**src/rtl/fp_compare_resolver_pkg.sv**
```systemverilog
// Shared definitions for the IEEE-754 comparator resolver stage.
//   - Result codes (same encoding as the sign_comparator verdict)
//   - FSM state encoding
//   - binary32 default field widths
//   - sign_verdict(): the verdict sign_comparator must produce for two sign bits
package fp_compare_resolver_pkg;

    localparam int EXP_W_DEF = 8;
    localparam int MAN_W_DEF = 23;

    localparam logic [2:0] CMP_EQ    = 3'b100;
    localparam logic [2:0] CMP_XGT   = 3'b010;
    localparam logic [2:0] CMP_YGT   = 3'b001;
    localparam logic [2:0] CMP_UNORD = 3'b000;

    typedef enum logic [1:0] {
        ST_IDLE  = 2'd0,
        ST_CLASS = 2'd1,
        ST_MAG   = 2'd2,
        ST_RESP  = 2'd3
    } state_t;

    // Positive beats negative; equal signs defer to magnitude (reported as EQ).
    function automatic logic [2:0] sign_verdict(input logic sx, input logic sy);
        if (!sx && sy)      return CMP_XGT;
        else if (sx && !sy) return CMP_YGT;
        else                return CMP_EQ;
    endfunction

endpackage

```
**src/rtl/fp_magnitude_compare.sv**
```systemverilog
// Combinational unsigned compare of the {exponent, mantissa} fields.
// Because IEEE-754 magnitudes are monotonic in this bit pattern, infinities
// and subnormals order correctly without special handling.
//   a, b : W-1-bit magnitude fields (sign stripped)
//   gt   : a > b
//   eq   : a == b
module fp_magnitude_compare #(
    parameter int MW = 31
) (
    input  logic [MW-1:0] a,
    input  logic [MW-1:0] b,
    output logic          gt,
    output logic          eq
);

    assign gt = (a > b);
    assign eq = (a == b);

endmodule

```
**src/rtl/fp_compare_resolver.sv**
```systemverilog
// Resolver stage downstream of sign_comparator. Registers one operand pair
// with its sign verdict, resolves protocol errors, NaN and signed zero,
// falls back to a magnitude compare for equal signs, and returns the result.
//   clk, rst_n        : clock, asynchronous active-low reset
//   in_valid/in_ready : operand bundle handshake (x, y, sign_cmp)
//   out_valid/out_ready : result handshake (result)
//   protocol_err      : sticky, sign_cmp disagreed with operand signs
//   cmp_count         : saturating count of completed result handshakes
//   dbg_state         : current FSM state
//
// Handshakes: a transfer happens on a rising edge where valid and ready are
// both high. in_ready is high only in IDLE. out_valid, once high, stays high
// with result unchanged until the transfer; out_ready is ignored otherwise.
module fp_compare_resolver
    import fp_compare_resolver_pkg::*;
#(
    parameter int EXP_W = EXP_W_DEF,
    parameter int MAN_W = MAN_W_DEF,
    parameter int CNT_W = 16,
    localparam int W    = 1 + EXP_W + MAN_W
) (
    input  logic             clk,
    input  logic             rst_n,
    input  logic             in_valid,
    output logic             in_ready,
    input  logic [W-1:0]     x,
    input  logic [W-1:0]     y,
    input  logic [2:0]       sign_cmp,
    output logic             out_valid,
    input  logic             out_ready,
    output logic [2:0]       result,
    output logic             protocol_err,
    output logic [CNT_W-1:0] cmp_count,
    output logic [1:0]       dbg_state
);

    state_t         state;
    logic [W-1:0]   x_q;
    logic [W-1:0]   y_q;
    logic [2:0]     sc_q;

    logic           nan_x, nan_y, both_zero;
    logic           mag_gt, mag_eq;

    assign nan_x     = (&x_q[W-2:MAN_W]) && (|x_q[MAN_W-1:0]);
    assign nan_y     = (&y_q[W-2:MAN_W]) && (|y_q[MAN_W-1:0]);
    assign both_zero = ~|x_q[W-2:0] && ~|y_q[W-2:0];

    fp_magnitude_compare #(.MW(W-1)) u_mag (
        .a  (x_q[W-2:0]),
        .b  (y_q[W-2:0]),
        .gt (mag_gt),
        .eq (mag_eq)
    );

    assign in_ready  = (state == ST_IDLE);
    assign dbg_state = state;

    always_ff @(posedge clk or negedge rst_n) begin
        if (!rst_n) begin
            state        <= ST_IDLE;
            x_q          <= '0;
            y_q          <= '0;
            sc_q         <= '0;
            out_valid    <= 1'b0;
            result       <= CMP_UNORD;
            protocol_err <= 1'b0;
            cmp_count    <= '0;
        end else begin
            case (state)
                ST_IDLE: begin
                    if (in_valid) begin
                        x_q   <= x;
                        y_q   <= y;
                        sc_q  <= sign_cmp;
                        state <= ST_CLASS;
                    end
                end
                ST_CLASS: begin
                    if (sc_q != sign_verdict(x_q[W-1], y_q[W-1])) begin
                        result       <= CMP_UNORD;
                        protocol_err <= 1'b1;
                        state        <= ST_RESP;
                    end else if (nan_x || nan_y) begin
                        result <= CMP_UNORD;
                        state  <= ST_RESP;
                    end else if (both_zero) begin
                        result <= CMP_EQ;
                        state  <= ST_RESP;
                    end else if (sc_q == CMP_XGT || sc_q == CMP_YGT) begin
                        result <= sc_q;
                        state  <= ST_RESP;
                    end else begin
                        state <= ST_MAG;
                    end
                end
                ST_MAG: begin
                    // Signs are equal here; a negative pair inverts the order.
                    if (mag_eq)                result <= CMP_EQ;
                    else if (mag_gt ^ x_q[W-1]) result <= CMP_XGT;
                    else                        result <= CMP_YGT;
                    state <= ST_RESP;
                end
                ST_RESP: begin
                    // First RESP cycle raises out_valid; result is already settled.
                    if (!out_valid) begin
                        out_valid <= 1'b1;
                    end else if (out_ready) begin
                        out_valid <= 1'b0;
                        state     <= ST_IDLE;
                        if (cmp_count != {CNT_W{1'b1}})
                            cmp_count <= cmp_count + {{(CNT_W-1){1'b0}}, 1'b1};
                    end
                end
                default: state <= ST_IDLE;
            endcase
        end
    end

endmodule

```
**config.mk**
```make
export PLATFORM = sky130hd
export DESIGN_NAME = fp_compare_resolver
export DESIGN_NICKNAME = d
export VERILOG_FILES = /design/src/rtl/fp_compare_resolver_pkg.sv /design/src/rtl/fp_magnitude_compare.sv /design/src/rtl/fp_compare_resolver.sv
export SDC_FILE = /design/constraint.sdc
export NUM_CORES = 1
export LEC_CHECK = 0
export ABC_AREA = 1
export BUFFER_PORTS_ARGS = -buffer_cell sky130_fd_sc_hd__buf_4
export CAP_MARGIN = 0
export CORE_ASPECT_RATIO = 0.8
export CORE_UTILIZATION = 56
export CTS_CLUSTER_SIZE = 8
export DETAILED_ROUTE_END_ITERATION = 8
export PLACE_DENSITY = 0.81
export SYNTH_ARGS = -nofsm -noshare
export SYNTH_HDL_FRONTEND = slang
export SYNTH_SLANG_ARGS = --single-unit
```
**constraint.sdc**
```tcl
create_clock -name clk -period 1.85 [get_ports clk]
set_input_delay 0.185 -clock clk [delete_from_list [all_inputs] [get_ports clk]]
set_output_delay 0.185 -clock clk [all_outputs]
set_load 0.02 [all_outputs]
```
Yosys cells after proc, flatten, opt, wreduce, memory -nomap -nowiden
Cells that the tools add are included.

Register bits: 90. Output and inout port bits: 24. Word-level logic and storage cells: 67. Bits of input ports: 71.

Eq/ne operators: 12. Order comparisons: 1. Add/subtract/negate cells: 1. Mux-type cells: 20. Reductions and logical operators: 24. Bitwise gates (word level): 1.

Operator list (count): $reduce_or 31->1 (2); $reduce_or 23->1 (2); $eq 31x31->1 (1); $gt 31x31->1 (1); $mux 3 (8); $add 16x1->16 const B (1); $ne 16x16->1 const B (1); $reduce_and 8->1 (2); $mux 2 (4); $pmux 2 s4 (1); $mux 1 (6); $ne 2x2->1 const B (3); $pmux 3 s2 (1); $reduce_and 2->1 (3); $logic_and 1x1->1 (5); $ne 5x5->1 const B (1); $eq 2x2->1 const B (2); $logic_not 1->1 (4); $reduce_and 4->1 (1); $eq 3x1->1 const B (1); $eq 3x2->1 const B (1); $ne 3x3->1 (1); $reduce_and 3->1 (1); $eq 2x1->1 const B (1); 4 further kinds (5).

Longest topological paths before layout
Word-level depth: 8. Depth in mapped cells: 15. Mapped depth without buffers: 15.

By module
From an unflattened synthesis, not the netlist that was laid out.

Cells, all modules: 555. Area total of the unflattened synthesis: 5046.1 um^2.

Modules (own cells, without submodules): fp_compare_resolver (seq. area each 2252.2 um^2, instances 1, cells each 398, area an instance 4107.7 um^2); fp_magnitude_compare (seq. area each 0.0 um^2, instances 1, cells each 157, area an instance 938.4 um^2).

Worst setup path after synthesis
Ideal clock, no wire load.

Path kind: reg2reg. Start point: register state[0], in the netlist dbg_state[0]. End point: register x_q[24]. Data arrival time: 1.766 ns. Slack: -0.040 ns. Path buffers: 1. Setup time: 0.125 ns. Required time: 1.725 ns. Clock period less this slack: 1.890 ns. Cell stages (with the launch flop): 6. Path through: dfrtp_1 > inv_1 > ha_1 > nand2_1 > clkbuf_1 > mux2_2.

Cells in the longest elaborated chain, start to end: 2.

RTL lines: start: declaration (RTL line fp_compare_resolver.sv:37) `state_t state;`; start signal: assignment (RTL line fp_compare_resolver.sv:61) `state <= ST_IDLE;`; start signal: assignment (RTL line fp_compare_resolver.sv:76) `state <= ST_CLASS;`; start signal: assignment (RTL line fp_compare_resolver.sv:83) `state <= ST_RESP;`; $logic_not 2->1; net in_ready (RTL line fp_compare_resolver.sv:25) `output logic in_ready,`; $reduce_and 2->1 (no line); end signal: assignment (RTL line fp_compare_resolver.sv:62) `x_q <= '0;`; end signal: assignment (RTL line fp_compare_resolver.sv:73) `x_q <= x;`; end: declaration (RTL line fp_compare_resolver.sv:38) `logic [W-1:0] x_q;`.

The timed path passes the listed nets, and every way through them passes these cells. A chain may end at the register's enable or synchronous reset.

Worst setup path after layout
Start point: register x_q[14]. End point: register result[0].

Cells in the longest elaborated chain, start to end: 7. Elaborated cells between the ends (all ways): 17. Those cells by class: order compare: 1; eq/ne: 2; mux: 6; bitwise: 1; reduce/logical: 7.

RTL lines: parallel branches: the longest is 7 deep, another holds $gt 31x31->1; end signal: assignment (RTL line fp_compare_resolver.sv:91) `result <= sc_q;`; end: declaration (RTL line fp_compare_resolver.sv:31) `output logic [2:0] result,`.

Several ways; the timed one is not identified.

==> report_table.html <==
<table>
<tr><th>Metric</th><th>Value</th></tr>
<tr><th colspan="2">Critical path</th></tr>
<tr><td>Critical Path Max Stage Delay</td><td>between 400 and 500 ps</td></tr>
<tr><td>Cell repeated most along the worst path</td><td>nand2_2</td></tr>
<tr><td>CP Capture Type</td><td>flop</td></tr>
<tr><td>Sum of buffers and inverters on the critical path</td><td>1</td></tr>
<tr><td>Worst Path Required</td><td>roughly 2100 ps</td></tr>
<tr><td>Crit start category</td><td>flop</td></tr>
<tr><td>Top delay family on crit path</td><td>simple AND/OR/NAND/NOR gates</td></tr>
<tr><td>Crit Path Class</td><td>flop to flop</td></tr>
<tr><td>Logic depth of the worst path, buffers included</td><td>10</td></tr>
<tr><td>Depth of the most critical reg-to-reg path</td><td>10</td></tr>
<tr><td>Arr. time, crit path</td><td>~2100 ps</td></tr>
<tr><td>Highest net fanout along the worst path</td><td>5</td></tr>
<tr><td>Cell breakdown of the critical path</td><td>ha_4 -&gt; nand2_2 -&gt; inv_2 -&gt; nand3_1 -&gt; nor3_2 -&gt; nand4_1 -&gt; nand2_2 -&gt; nand2_2 -&gt; nand3_2 -&gt; a21oi_2</td></tr>
<tr><td>Slowest cell on the critical path</td><td>dfrtp_1</td></tr>
<tr><th colspan="2">Final layout</th></tr>
<tr><td>Core utilization of the finished layout</td><td>0.756</td></tr>
<tr><td>Register area</td><td>about 2300 um^2</td></tr>
<tr><td>Combined area of the multi-input logic cells</td><td>2660 um^2</td></tr>
<tr><td>Antenna cell count</td><td>0</td></tr>
<tr><td>Area Growth Syn to Fin</td><td>30.9%</td></tr>
<tr><td># nets final</td><td>800</td></tr>
<tr><td>Count of placed standard cells in the final layout, fillers left out</td><td>between 800 and 900</td></tr>
<tr><td>Post-layout instance area</td><td>6440 um^2</td></tr>
<tr><td>Number of filler instances in the final layout</td><td>roughly 570</td></tr>
<tr><td>Proportion of layout cells with a drive suffix above 1</td><td>0.330</td></tr>
<tr><th colspan="2">STA</th></tr>
<tr><td>Remaining max-slew budget at the tightest pin</td><td>0.698</td></tr>
<tr><td>Number of setup violations in the final report</td><td>2</td></tr>
<tr><td>Fmax</td><td>around 540 MHz</td></tr>
<tr><td>Final setup slack of the worst path</td><td>-4.04 ps</td></tr>
<tr><td>RSZ-0062 raised after global routing</td><td>true</td></tr>
<tr><td>Max-slew violation count</td><td>0</td></tr>
<tr><td>Tcrit/Tclk final</td><td>1.00</td></tr>
<tr><td>Clock Skews</td><td>14.2 ps</td></tr>
<tr><td>Worst slew pin tran</td><td>between 400 and 500 ps</td></tr>
<tr><td>Hold Fails Final Rpt</td><td>0</td></tr>
<tr><td>Min cycle time layout</td><td>about 1900 ps</td></tr>
<tr><th colspan="2">Global route</th></tr>
<tr><td>Total gr overflow</td><td>0</td></tr>
<tr><td>Initial antenna violation count</td><td>0</td></tr>
<tr><td>Total Routing Usage GR</td><td>0.267</td></tr>
<tr><td>Wire length of the first global-routing pass</td><td>about 19 mm</td></tr>
<tr><td>Maximum number of pins on one net before global-route repair</td><td>between 40 and 50</td></tr>
<tr><td>Vias in the first global route</td><td>4,188</td></tr>
<tr><th colspan="2">CTS</th></tr>
<tr><td>Clock insertion delay at the later pin of the skew report</td><td>~370 ps</td></tr>
<tr><td>Max clock buf depth</td><td>2</td></tr>
<tr><td>Post-CTS clock slew at the launch and capture registers of the worst setup and hold paths</td><td>around 90 ps</td></tr>
<tr><td>Number of buffers created by CTS</td><td>9</td></tr>
<tr><td>CTS tree</td><td>built</td></tr>
<tr><td>Cell at the root of the clock tree</td><td>clkbuf_8</td></tr>
<tr><td>H-tree depth</td><td>3</td></tr>
<tr><td>Clk sinks</td><td>90</td></tr>
<tr><th colspan="2">Logic synthesis</th></tr>
<tr><td>Post-synthesis instance area</td><td>between 4000 and 5000 um^2</td></tr>
<tr><td>Synth cell types</td><td>30</td></tr>
<tr><td>Net count after synthesis</td><td>683</td></tr>
<tr><td>Sequential fraction of the synthesis area</td><td>0.457</td></tr>
<tr><td>Mean post-synth cell area</td><td>between 8 and 9 um^2</td></tr>
<tr><td>Most area-consuming cells after synthesis</td><td>dfrtp_1, ha_1, nor2_1</td></tr>
<tr><td>Cells after synthesis</td><td>about 570</td></tr>
<tr><td>Share of the synthesized area in the top cell type</td><td>0.457</td></tr>
<tr><td>Asr flop ratio synth</td><td>1.00</td></tr>
<tr><td>Number of enable flip-flop cells after synthesis</td><td>0</td></tr>
<tr><td>Most common library cells after synthesis</td><td>nor2_1, nand2_1, dfrtp_1</td></tr>
<tr><td>Flip-flop and latch count after synthesis</td><td>90</td></tr>
<tr><td>Count leader, synth</td><td>nor2_1</td></tr>
<tr><td>Synth Flop Type</td><td>dfrtp_1</td></tr>
<tr><td>Cell type contributing the most total cell area after synthesis</td><td>dfrtp_1</td></tr>
<tr><td>Warnings from Yosys</td><td>0</td></tr>
<tr><th colspan="2">Placement</th></tr>
<tr><td>Routability cong.</td><td>0.878</td></tr>
<tr><td>Post-placement cell count</td><td>780</td></tr>
<tr><td>DP HPWL</td><td>8.75 mm</td></tr>
<tr><td>Number of I/O port buffers</td><td>94</td></tr>
<tr><td>Placed Area</td><td>slightly below 6000 um^2</td></tr>
<tr><th colspan="2">Die</th></tr>
<tr><td>Die Wd</td><td>107 um</td></tr>
<tr><td>Starting Density</td><td>0.578</td></tr>
<tr><td>Core outline area</td><td>between 8000 and 9000 um^2</td></tr>
<tr><td>Die footprint</td><td>9170 um^2</td></tr>
<tr><td>Cell row count</td><td>30</td></tr>
<tr><td>Vertical die dimension</td><td>roughly 86 um</td></tr>
<tr><td>I/O pins</td><td>95</td></tr>
<tr><th colspan="2">Drt</th></tr>
<tr><td>Number of nets still failing antenna checks after routing</td><td>0</td></tr>
<tr><td>Routed WL per cell</td><td>~15 um</td></tr>
<tr><td>Wire length on met2</td><td>6.10 mm</td></tr>
<tr><td>Count of routing violations after the opening detailed-route iteration</td><td>a little over 300</td></tr>
<tr><td>DRC errors left</td><td>0</td></tr>
<tr><td>Metal1 wirelength</td><td>between 5 and 6 mm</td></tr>
<tr><td>Router iterations before antenna repair</td><td>5</td></tr>
<tr><td>Detailed route wirelength on metal3</td><td>~560 um</td></tr>
<tr><td>Routed wire length</td><td>about 12 mm</td></tr>
<tr><td>Via count</td><td>4,321</td></tr>
<tr><td>Drt via density</td><td>roughly 5.3</td></tr>
<tr><td>DR top layer</td><td>met4</td></tr>
<tr><th colspan="2">Min path</th></tr>
<tr><td>Hold Path Cell Cnt</td><td>2</td></tr>
<tr><td>Kind of path behind the tightest hold check</td><td>primary input to flop</td></tr>
<tr><th colspan="2">Run</th></tr>
<tr><td>Total of max-cap violations</td><td>0</td></tr>
<tr><th colspan="2">Pwr</th></tr>
<tr><td>Cell leakage power</td><td>approximately 3.2 nW</td></tr>
<tr><td>Pwr Density</td><td>approximately 1600 nW/um^2</td></tr>
<tr><td>Highest ir drop seen on vdd</td><td>~0.80 mV</td></tr>
<tr><th colspan="2">Run status</th></tr>
<tr><td>Outcome</td><td>complete, but fails checks</td></tr>
<tr><td>Violations in the final reports</td><td>setup timing</td></tr>
</table>
repair_timing:
| item | CTS | global route |
|---|---|---|
| pin swaps | 4 | 23 |
| setup endpoints to repair | 2 | 7 |
| buffers inserted | 3 | 8 |
| endpoints found under the hold margin | 32 | 0 |
| hold buffers | 1 | 0 |
| resized for setup | 11 | 50 |
routing by layer:
layer	vias to the layer above	GRT usage
li1	2079	-
met1	2093	0.345
met4	0	0.0884
met5	-	0
met3	26	0.0562
met2	123	0.450
worst register-to-register path: cells and delay by family, from the launching register on:
family	cells	cell delay (ps)
simple gates	7	890
flops	1	440
fa+ha+maj	1	300
buf+inv	1	70
compound gates	1	50
kinds of logic (layout without fill, tap and decap cells):
group / after synthesis / after routing / synth area share
buffers and inverters: 84 / 206 / 0.0656
adder cells (fa/ha/maj): 38 / 38 / 0.0966
AO/OA/AOI/OAI: 67 / 67 / 0.0704
flip-flops: 90 / 90 / 0.457
XOR/XNOR: 17 / 17 / 0.0318
AND/OR/NAND/NOR: 251 / 251 / 0.217
multiplexers: 27 / 27 / 0.0618
placed cells by master (no fill, tap or decap), types with 4 or more instances in the layout:
cell type	n
a21oi_2	6
nor3_2	5
ha_4	15
nor2_1	97
nand2_1	87
inv_2	14
mux2_2	27
dfrtp_1	90
nand2_2	13
buf_4	112
nand4_1	9
inv_1	59
xor2_1	9
ha_1	22
buf_12	4
nand3_2	6
nor2_2	4
nand3_1	15
xnor2_1	7
nor3_1	5
a21oi_1	53
clkbuf_8	12
final timing paths:
path                                           startpoint                         to  slack [ps]
worst min register to register  cmp_count[14]$_DFFE_PN0P_  cmp_count[14]$_DFFE_PN0P_         500
min in group asynchronous                           rst_n        y_q[31]$_DFFE_PN0P_         310
worst max register to register        x_q[14]$_DFFE_PN0P_      result[0]$_DFFE_PN0P_          -4
worst max-delay path                  x_q[14]$_DFFE_PN0P_      result[0]$_DFFE_PN0P_          -4
max in group asynchronous                           rst_n         y_q[5]$_DFFE_PN0P_         930
worst min-delay path                                x[11]        x_q[11]$_DFFE_PN0P_          40
power by group:
part / total, W / switching (W) / leakage, nW / internal [W]
Clock: 0.00128 / 0.000678 / 0.0900 / 0.000602
Combinational: 0.00534 / 0.00291 / 2.07 / 0.00243
Sequential: 0.00353 / 0.000751 / 1.03 / 0.00278
layout make-up:
type / instances / share of cell area
inverters: 73 / 0.0425
well taps: 112 / 0.0218
multi-input cells: 400 / 0.413
clock buffers: 15 / 0.0274
flip-flops and latches: 90 / 0.350
repair buffers: 117 / 0.144
clock inverters: 1 / 0.00117
sequential cells by signal, summed over array words and instances (netlist names):
signal and count:
cmp_count 16, dbg_state 2, out_valid 1, protocol_err 1, result 3, sc_q 3
x_q 32, y_q 32
through the flow:
| step | setup WS, ps | TNS [ps] | hold slack (ps) | power, W |
|---|---|---|---|---|
| after global routing | -161 | -502 | 33.9 | 0.0109 |
| after floorplan | 48.1 | 0 | -111 | 0.00627 |
| final | -4.04 | -4.60 | 40.2 | 0.0101 |
| after detailed placement | -11.7 | -15.8 | 168 | 0.00769 |
| after global placement | 77.2 | 0 | 168 | 0.00741 |
| after CTS | 1.36 | 0 | 33.3 | 0.00918 |
No activity file was read; power rests on OpenSTA's default activity.
